## src/rtl/sar_adc_ctrl_if.sv

```systemverilog
// sar_adc_ctrl_if: host <-> SAR controller bundle; the cont signal exists only when SAR_CONT_EN is defined
interface sar_adc_ctrl_if #(parameter int WIDTH = 8);
   logic ena;
   logic start;
   logic cmp_in;
`ifdef SAR_CONT_EN
   logic cont;
`endif
   logic [WIDTH-1:0] dac_code;
   logic [WIDTH-1:0] result;
   logic valid;
   logic busy;
`ifdef SAR_CONT_EN
   modport master (output ena, start, cmp_in, cont, input dac_code, result, valid, busy);
   modport slave (input ena, start, cmp_in, cont, output dac_code, result, valid, busy);
`else
   modport master (output ena, start, cmp_in, input dac_code, result, valid, busy);
   modport slave (input ena, start, cmp_in, output dac_code, result, valid, busy);
`endif
endinterface

```

## src/rtl/sar_adc_ctrl.sv

```systemverilog
// sar_adc_ctrl: successive-approximation controller driving an external R-2R DAC against an open-loop opamp comparator; SAR_CONT_EN adds free-running conversions
module sar_adc_ctrl #(
   parameter int WIDTH = 8,
   parameter int SETTLE_CYCLES = 4
) (
   input logic clk,
   input logic rst_n,
   sar_adc_ctrl_if.slave bus
);
   localparam int CW = $clog2(SETTLE_CYCLES + 1);
   localparam int IW = $clog2(WIDTH);
   localparam logic [IW-1:0] TOP = IW'(WIDTH - 1);
   localparam logic [WIDTH-1:0] MSB = {1'b1, {(WIDTH-1){1'b0}}};
   typedef enum logic [1:0] {IDLE, SETTLE, SAMPLE, DONE} state_t;
   state_t state, state_n;
   logic [WIDTH-1:0] dac, dac_n, res, res_n;
   logic [IW-1:0] idx, idx_n;
   logic [CW-1:0] cnt, cnt_n;
   logic [1:0] sync;
   logic cmp_s;
   logic cont_go;
`ifdef SAR_CONT_EN
   assign cont_go = bus.cont;
`else
   assign cont_go = 1'b0;
`endif
   assign cmp_s = sync[1];
   // comparator resynchronisation plus all controller state
   always_ff @(posedge clk or negedge rst_n) begin
      if (!rst_n) begin
         sync <= '0;
         state <= IDLE;
         dac <= '0;
         res <= '0;
         idx <= TOP;
         cnt <= '0;
      end else begin
         sync <= {sync[0], bus.cmp_in};
         state <= state_n;
         dac <= dac_n;
         res <= res_n;
         idx <= idx_n;
         cnt <= cnt_n;
      end
   end
   // next-state: ena low aborts from anywhere; SAMPLE resolves one bit and seeds the next trial
   always_comb begin
      state_n = state;
      dac_n = dac;
      res_n = res;
      idx_n = idx;
      cnt_n = cnt;
      if (!bus.ena) begin
         state_n = IDLE;
         dac_n = '0;
         idx_n = TOP;
         cnt_n = '0;
      end else begin
         unique case (state)
            IDLE: begin
               state_n = bus.start ? SETTLE : IDLE;
               dac_n = bus.start ? MSB : '0;
               idx_n = TOP;
               cnt_n = '0;
            end
            SETTLE: begin
               cnt_n = cnt + 1'b1;
               state_n = (cnt == CW'(SETTLE_CYCLES - 1)) ? SAMPLE : SETTLE;
            end
            SAMPLE: begin
               dac_n[idx] = cmp_s;
               if (idx != '0) begin
                  dac_n[idx - 1'b1] = 1'b1;
                  idx_n = idx - 1'b1;
                  cnt_n = '0;
                  state_n = SETTLE;
               end else begin
                  res_n = dac_n;
                  state_n = DONE;
               end
            end
            DONE: begin
               state_n = cont_go ? SETTLE : IDLE;
               dac_n = cont_go ? MSB : '0;
               idx_n = TOP;
               cnt_n = '0;
            end
         endcase
      end
   end
   assign bus.dac_code = dac;
   assign bus.result = res;
   assign bus.valid = (state == DONE);
   assign bus.busy = (state == SETTLE) || (state == SAMPLE);
endmodule

```

## src/flat_wrapper.sv

```systemverilog
// flat-port wrapper written by rule: the top's interface ports become plain ports
module sar_adc_ctrl_flat 
#(
   parameter int WIDTH = 8,
   parameter int SETTLE_CYCLES = 4
)
  (clk, rst_n, bus_ena, bus_start, bus_cmp_in, bus_dac_code, bus_result, bus_valid, bus_busy);
  sar_adc_ctrl_if #(.WIDTH(WIDTH)) bus_i ();
  input logic clk;
  input logic rst_n;
  input wire logic [$bits(bus_i.ena)-1:0] bus_ena;
  input wire logic [$bits(bus_i.start)-1:0] bus_start;
  input wire logic [$bits(bus_i.cmp_in)-1:0] bus_cmp_in;
  output wire logic [$bits(bus_i.dac_code)-1:0] bus_dac_code;
  output wire logic [$bits(bus_i.result)-1:0] bus_result;
  output wire logic [$bits(bus_i.valid)-1:0] bus_valid;
  output wire logic [$bits(bus_i.busy)-1:0] bus_busy;
  assign bus_i.ena = bus_ena;
  assign bus_i.start = bus_start;
  assign bus_i.cmp_in = bus_cmp_in;
  assign bus_dac_code = bus_i.dac_code;
  assign bus_result = bus_i.result;
  assign bus_valid = bus_i.valid;
  assign bus_busy = bus_i.busy;
  sar_adc_ctrl #(.WIDTH(WIDTH), .SETTLE_CYCLES(SETTLE_CYCLES)) u_core (.clk(clk), .rst_n(rst_n), .bus(bus_i));
endmodule
```

## config.mk

```make
export PLATFORM = sky130hd
export DESIGN_NAME = sar_adc_ctrl_flat
export DESIGN_NICKNAME = d
export VERILOG_FILES = /design/src/rtl/sar_adc_ctrl_if.sv /design/src/rtl/sar_adc_ctrl.sv /design/src/flat_wrapper.sv
export SDC_FILE = /design/constraint.sdc
export NUM_CORES = 1
export LEC_CHECK = 0
export ABC_CLOCK_PERIOD_IN_PS = 2700
export BUFFER_PORTS_ARGS = -buffer_cell sky130_fd_sc_hd__buf_4
export CAP_MARGIN = 20
export CORE_AREA = 2 2 59 61
export CTS_CLUSTER_DIAMETER = 150
export DETAILED_ROUTE_END_ITERATION = 8
export DIE_AREA = 0 0 61 63
export GPL_ROUTABILITY_DRIVEN = 0
export GPL_TIMING_DRIVEN = 1
export PLACE_DENSITY = 0.68
export SYNTH_ARGS = -nofsm -noshare
export SYNTH_HDL_FRONTEND = slang
export SYNTH_SLANG_ARGS = --single-unit
```

## constraint.sdc

```tcl
create_clock -name clk -period 2.7 [get_ports clk]
set_input_delay 0.675 -clock clk [delete_from_list [all_inputs] [get_ports clk]]
set_output_delay 0.675 -clock clk [all_outputs]
set_load 0.05 [all_outputs]
```

==> results of run 1 <==
[Yosys cell counts, types with 3 or more instances]
cell type	count
dfrtp_1	23
inv_1	9
nand2_1	16
nand4_1	3
a21oi_1	6
dfstp_2	3
nand3_1	3
ha_1	9
nor2b_1	3
nor2_1	5
buf_2	3
buf_6	3
mux2i_1	10
o21ai_0	10
o221ai_1	6
nor3b_2	4
nand3b_1	5
[how the worst max path moves through the flow]
stage                                         to            start  slack, ps  cells past startpoint
after global routing                    bus_busy  u_core.state[1]        390                      3
after detailed placement           u_core.idx[0]    u_core.idx[0]        730                      6
after floorplan           u_core.bus.dac_code[3]  u_core.state[0]        950                      6
after CTS                               bus_busy  u_core.state[0]        470                      3
after global placement             u_core.idx[0]    u_core.idx[0]        790                      6
final                                   bus_busy  u_core.state[1]        470                      3
[flip-flops by register name (all words and copies together) (netlist names)]
signal,cells
u_core.bus.dac_code,8
u_core.state,2
u_core.bus.result,8
u_core.idx,3
u_core.sync,2
u_core.cnt,3
[power by group through the flow]
stage | registers [mW] | logic, mW | clock network [mW]
after floorplan | 0.411 | 0.0399 | 0
after global placement | 0.413 | 0.0590 | 0
after CTS | 0.406 | 0.0612 | 0.281
final | 0.406 | 0.0608 | 0.272
after global routing | 0.407 | 0.0673 | 0.291
after detailed placement | 0.413 | 0.0605 | 0
[cells by family after synthesis]
logic type / synth area share
adders and majority gates: 0.0748
DFF: 0.434
AOI/OAI and AO/OA: 0.131
muxes: 0.0664
xor gates and xnor gates: 0.0116
and+or+nand+nor: 0.202
buffers and inverters: 0.0797
[critical path: stages (launching register included)]
cell     delay (ps)
dfrtp_1         420
inv_1           100
ha_1            450
buf_4           260
[metrics by stage]
step	hold WS (ps)	power (mW)	worst slack [ps]
global placement	339	0.472	789
CTS	227	0.748	473
detailed placement	343	0.474	733
global route	225	0.766	392
finish	225	0.739	468
floorplan	331	0.451	947
[final cells by class]
| cell class | count | area [sq um] |
|---|---|---|
| Fill cell | 306 | 1520 |
| Timing Repair Buffer | 24 | 180 |
| Inverter | 9 | 33.8 |
| Tap cell | 46 | 57.6 |
| Sequential cell | 26 | 654 |
| Clock buffer | 3 | 22.5 |
| Multi-Input combinational cell | 102 | 732 |
| Clock inverter | 1 | 30.0 |
[cell usage in the layout, fill, tap and decap left out, drive strengths merged, types with 2 or more instances in the layout]
cell type	synthesis	layout
nand2	16	16
nand3b	5	5
nand4	3	3
a211oi	2	2
nor2b	3	3
nor2	5	5
nand3	4	4
mux2i	10	10
dfrtp	23	23
clkbuf	2	3
a31oi	2	2
nor3b	5	5
o21ai	11	11
nor3	2	2
ha	9	9
nand4b	2	2
dfstp	3	3
inv	9	9
buf	9	24
a21oi	6	6
o221ai	6	6
[routing by layer]
layer	share of wire	wire, um	track usage
met1	0.46	1430	0.229
met2	0.49	1520	0.276
met3	0.038	119	0.0269
met4	0.010	31	0.0679
met5	0	0	0
==> flow_metrics.env, run 1 <==
export IMPL_root_buffer="clkbuf_4"
export IMPL_insertedDiodeCount=0
export IMPL_die_x_um=61
export IMPL_dpl_cell_area_sq_um=1660
export IMPL_htreeDepth=1
export IMPL_finalCritPeriodShare=0.827
export IMPL_synth_flop_cell="dfrtp_1"
export IMPL_synth_warning_count=0
export IMPL_pwr_share_clk=0.368
export IMPL_finalCriticalPeriod_ps=2230
export IMPL_synth_top_area_cell="dfrtp_1"
export IMPL_synth_seq_cells=26
export IMPL_critPathCaptureType="output port"
export IMPL_insertion_delay_ps=330
export IMPL_fin_skew_ps=1.16
export IMPL_setup_tns_ps=0
export IMPL_power_switching_mw=0.172
export IMPL_drc=0
export IMPL_post_synth_top_area_fraction=0.382
export IMPL_cap_viol_max_count=0
export IMPL_reg2reg_slack_ps=690
export IMPL_totalWireLength_um=3100
export IMPL_place_inst=207
export IMPL_routed_via_density=5.48
export IMPL_grt_max_degree=27
export IMPL_drive_gt1_frac=0.224
export IMPL_hold_violations=0
export IMPL_vias=1157
export IMPL_first_pass_iters=4
export IMPL_dpl_hpwl_um=2200
export IMPL_globalRouteTotalUtil=0.173
export IMPL_die_area_sq_um=3840
export IMPL_nets=180
export IMPL_comb_power_share=0.082
export IMPL_io_pins=23
export IMPL_cts_buffer_depth=2
export IMPL_design_area_sq_um=1710
export IMPL_relSlewSlack=0.739
export IMPL_postCtsHoldBufs=0
export IMPL_grt_pass1_wl_um=5040
export IMPL_cts_resized_gates=0
export IMPL_initial_core_util=0.466
export IMPL_synth_edf_count=0
export IMPL_yosysUniqueCellTypes=39
export IMPL_synthCells=148
export IMPL_r2r_start="u_core.idx[0]"
export IMPL_yosys_top_cells_area="dfrtp_1 38%, ha_1 7.5%, mux2i_1 6.6%"
export IMPL_cts_sinks=26
export IMPL_drt_iter0_drc=39
export IMPL_wl_per_cell_um=14.7
export IMPL_p_int_mw=0.568
export IMPL_setup_viol=0
export IMPL_rsz0062_at_grt="no"
export IMPL_max_clock_freq_mhz=448
export IMPL_final_core_util=0.529
export IMPL_cts_tree="done"
export IMPL_cts_buffers=3
export IMPL_r2r_end="u_core.idx[0]"
export IMPL_ant_nets=0
export IMPL_core_area_sq_um=3230
export IMPL_p_sw_frac=0.232
export IMPL_io_buffers=22
export IMPL_critical_path_class="reg2out"
export IMPL_power_leakage_nw=0.789
export IMPL_grt_pass1_vias=1094
export IMPL_reg2reg_depth=6
export IMPL_p_per_area_nw_per_um2=432
export IMPL_synth_async_reset_ratio=1.00
export IMPL_overflow=0
export IMPL_worst_slew_pin_slew_ps=390
export IMPL_syn_to_final_growth_pct=13.5
export IMPL_startpoint_type="flop"
export IMPL_outcome="complete, no violations"
export IMPL_synth_area_sq_um=1510
export IMPL_instances_no_fill=211
export IMPL_post_cts_buffers=0
export IMPL_hp_class="in2async"
export IMPL_die_h_um=63
export IMPL_critPathMaxFanout=8
export IMPL_required_ps=2030
export IMPL_p_seq_frac=0.549
export IMPL_fp_row_count=21
export IMPL_synth_avg_cell_area_sq_um=10.2
export IMPL_slew_viol_final=0
export IMPL_clk_pin_slew_ps=150
export IMPL_ir_drop_mv=0.214
export IMPL_syn_num_nets=162
export IMPL_worstPathArrival_ps=1560
export IMPL_grt_antenna_before_repair=0
export IMPL_synth_seq_area_share=0.434
(Power assumes the default switching activity.)
==> inputs of run 2 (changes only) <==
--- a/config.mk
+++ b/config.mk
@@ -5,16 +5,17 @@
 export SDC_FILE = /design/constraint.sdc
 export NUM_CORES = 1
 export LEC_CHECK = 0
-export ABC_CLOCK_PERIOD_IN_PS = 2700
+export ABC_AREA = 1
+export ABC_CLOCK_PERIOD_IN_PS = 1870
 export BUFFER_PORTS_ARGS = -buffer_cell sky130_fd_sc_hd__buf_4
 export CAP_MARGIN = 20
-export CORE_AREA = 2 2 59 61
+export CORE_AREA = 2 2 58 60
 export CTS_CLUSTER_DIAMETER = 150
 export DETAILED_ROUTE_END_ITERATION = 8
-export DIE_AREA = 0 0 61 63
+export DIE_AREA = 0 0 60 62
 export GPL_ROUTABILITY_DRIVEN = 0
 export GPL_TIMING_DRIVEN = 1
-export PLACE_DENSITY = 0.68
+export PLACE_DENSITY = 0.71
 export SYNTH_ARGS = -nofsm -noshare
 export SYNTH_HDL_FRONTEND = slang
 export SYNTH_SLANG_ARGS = --single-unit
==> constraint.sdc (replaced) <==
create_clock -name clk -period 1.87 [get_ports clk]
set_input_delay 0.4675 -clock clk [delete_from_list [all_inputs] [get_ports clk]]
set_output_delay 0.4675 -clock clk [all_outputs]
set_load 0.05 [all_outputs]
==> flow_metrics.env, run 2 <==
export IMPL_critPathMaxFanout=3
export IMPL_grt_pass1_vias=1128
export IMPL_final_common_cell="nand2_1"
export IMPL_finalCritPeriodShare=0.959
export IMPL_reg2reg_slack_ps=160
export IMPL_synthCells=172
export IMPL_synth_flop_cell="dfrtp_1"
export IMPL_root_buffer="clkbuf_4"
export IMPL_hp_class="in2async"
export IMPL_hold_violations=0
export IMPL_fill_cells=289
export IMPL_yosys_top_cells_area="dfrtp_1 40%, nand2_1 14%, ha_1 7.8%"
export IMPL_ir_drop_mv=0.270
export IMPL_rsz0062_at_grt="no"
export IMPL_ant_nets=0
export IMPL_postCtsHoldBufs=0
export IMPL_overflow=0
export IMPL_crit_slowest_cell="dfrtp_1"
export IMPL_fp_row_count=21
export IMPL_post_cts_buffers=0
export IMPL_final_cell_mix="55 x nand2_1, 26 x buf_4, 23 x dfrtp_1"
export IMPL_cts_buffer_depth=2
export IMPL_io_pins=23
export IMPL_max_stage_delay_ps=400
export IMPL_crit_cells=3
export IMPL_dpl_hpwl_um=2270
export IMPL_yosysMostFrequentCell="nand2_1"
export IMPL_fin_skew_ps=3.23
export IMPL_cts_buffers=3
export IMPL_first_pass_iters=4
export IMPL_drt_iter0_drc=24
export IMPL_max_clock_freq_mhz=557
export IMPL_cts_resized_gates=0
export IMPL_synth_warning_count=0
export IMPL_vias=1206
export IMPL_io_buffers=22
export IMPL_setup_tns_ps=0
export IMPL_routed_via_density=4.90
export IMPL_outcome="complete, no violations"
export IMPL_insertion_delay_ps=330
export IMPL_crit_chain="inv_1 -> ha_1 -> buf_4"
export IMPL_r2r_start="u_core.idx[1]"
export IMPL_synth_edf_count=0
export IMPL_p_per_area_nw_per_um2=615
export IMPL_nets=215
export IMPL_timing_critical_path_from="u_core.state[1]"
export IMPL_initial_core_util=0.455
export IMPL_synth_async_reset_ratio=1.00
export IMPL_multi_input_area_sq_um=683
export IMPL_reg2reg_depth=9
export IMPL_die_h_um=62
export IMPL_critical_path_class="reg2out"
export IMPL_grt_pass1_wl_um=4820
export IMPL_power_mw=1.06
export IMPL_required_ps=1400
export IMPL_syn_num_nets=186
export IMPL_cp_top_family="flip-flops"
export IMPL_startpoint_type="flop"
export IMPL_path_buf_inv=2
export IMPL_core_area_sq_um=3180
export IMPL_holdWs_ps=19.4
export IMPL_clk_pin_slew_ps=140
export IMPL_seq_area_sq_um=654
export IMPL_drive_gt1_frac=0.240
export IMPL_wl_per_cell_um=12.2
export IMPL_cts_tree="done"
export IMPL_synth_avg_cell_area_sq_um=8.42
export IMPL_globalRouteTotalUtil=0.177
export IMPL_setup_viol=0
export IMPL_worst_slew_pin_slew_ps=327
export IMPL_slew_viol_final=0
export IMPL_synth_seq_cells=26
export IMPL_finalCriticalPeriod_ps=1790
export IMPL_grt_antenna_before_repair=0
export IMPL_totalWireLength_um=2990
export IMPL_drc=0
export IMPL_post_synth_top_area_fraction=0.398
export IMPL_r2r_end="u_core.bus.dac_code[5]"
export IMPL_grt_max_degree=27
export IMPL_critPathCaptureType="output port"
export IMPL_die_x_um=60
export IMPL_synthTopCellsByCount="55 x nand2_1, 23 x dfrtp_1, 20 x inv_1, 15 x nand3_1, 12 x o21ai_1"
export IMPL_worstPathArrival_ps=1330
export IMPL_synth_seq_area_share=0.452
export IMPL_endpoint="bus_busy"
export IMPL_cts_sinks=26
export IMPL_power_leakage_nw=0.940
export IMPL_synth_area_sq_um=1450
export IMPL_relSlewSlack=0.780
export IMPL_synth_top_area_cell="dfrtp_1"
export IMPL_insertedDiodeCount=0
export IMPL_htreeDepth=1
export IMPL_syn_to_final_growth_pct=18.7
export IMPL_yosysUniqueCellTypes=26
export IMPL_cap_viol_max_count=0
export IMPL_die_area_sq_um=3720
## run 2: changes by cell type after synthesis, moves of 6 or more
cell	delta
mux2i_1	-10
nand3_1	+12
nand2_1	+39
o221ai_1	-6
inv_1	+11
o21ai_1	+11
## run 2: area by class of cell
class	count	area share
clock buffers	4	0.0211
inverters	23	0.0532
multi-input cells	121	0.398
flip-flops and latches	26	0.381
well taps	46	0.0335
repair buffers	26	0.114
## run 2: worst min-delay path by stage
stage                             end  slack (ps)  depth (start not counted)
2_1_floorplan  u_core.bus.dac_code[0]         170                          0
4_1_cts        u_core.bus.dac_code[2]          20                          1
6_report              u_core.state[0]          20                          1
5_1_grt               u_core.state[0]          30                          1
3_5_place_dp           u_core.sync[1]         350                          0
3_3_place_gp           u_core.sync[1]         340                          0
## run 2: metal layers
layer | vias to the layer above | wire length, um | global-route usage
li1 | 612 | - | -
met1 | 555 | 1380 | 0.229
met2 | 29 | 1400 | 0.284
met3 | 10 | 105 | 0.0311
met4 | 0 | 114 | 0.0921
met5 | - | 0 | 0
## run 2: where the power goes
part | internal [mW] | leakage (nW) | total [mW] | switching [mW]
sequential | 0.580 | 0.346 | 0.600 | 0.0203
clock | 0.119 | 0.0210 | 0.291 | 0.171
combinational | 0.0552 | 0.573 | 0.166 | 0.111
## run 2: stage by stage
step / instances / utilization / cell area, sq um / setup WS [ps]
finish: 246 / 0.540 / 1720 / 76.0
global route: 246 / 0.540 / 1720 / 12.6
CTS: 243 / 0.533 / 1700 / 17.7
detailed placement: 239 / 0.522 / 1660 / 194
global placement: 239 / 0.522 / 1660 / 269
floorplan: 172 / - / 1450 / 209
## run 2: cells by family (layout without fill, tap and decap cells)
kind of cell    after synthesis  after routing  synth area share
compound gates               27             27             0.107
fa+ha+maj                     9              9            0.0778
buf+inv                      25             53            0.0761
flops                        26             26             0.452
mux                           2              2            0.0259
simple gates                 83             83             0.261
## run 2: worst reg2reg max path, cell delays in order, from the launching register on
cell	delay [ps]
dfstp_2	600
inv_1	130
ha_1	200
inv_1	130
nor2_8	60
nor2_1	230
nand3_1	120
nand2_1	90
nand2_1	50
nand2_1	50
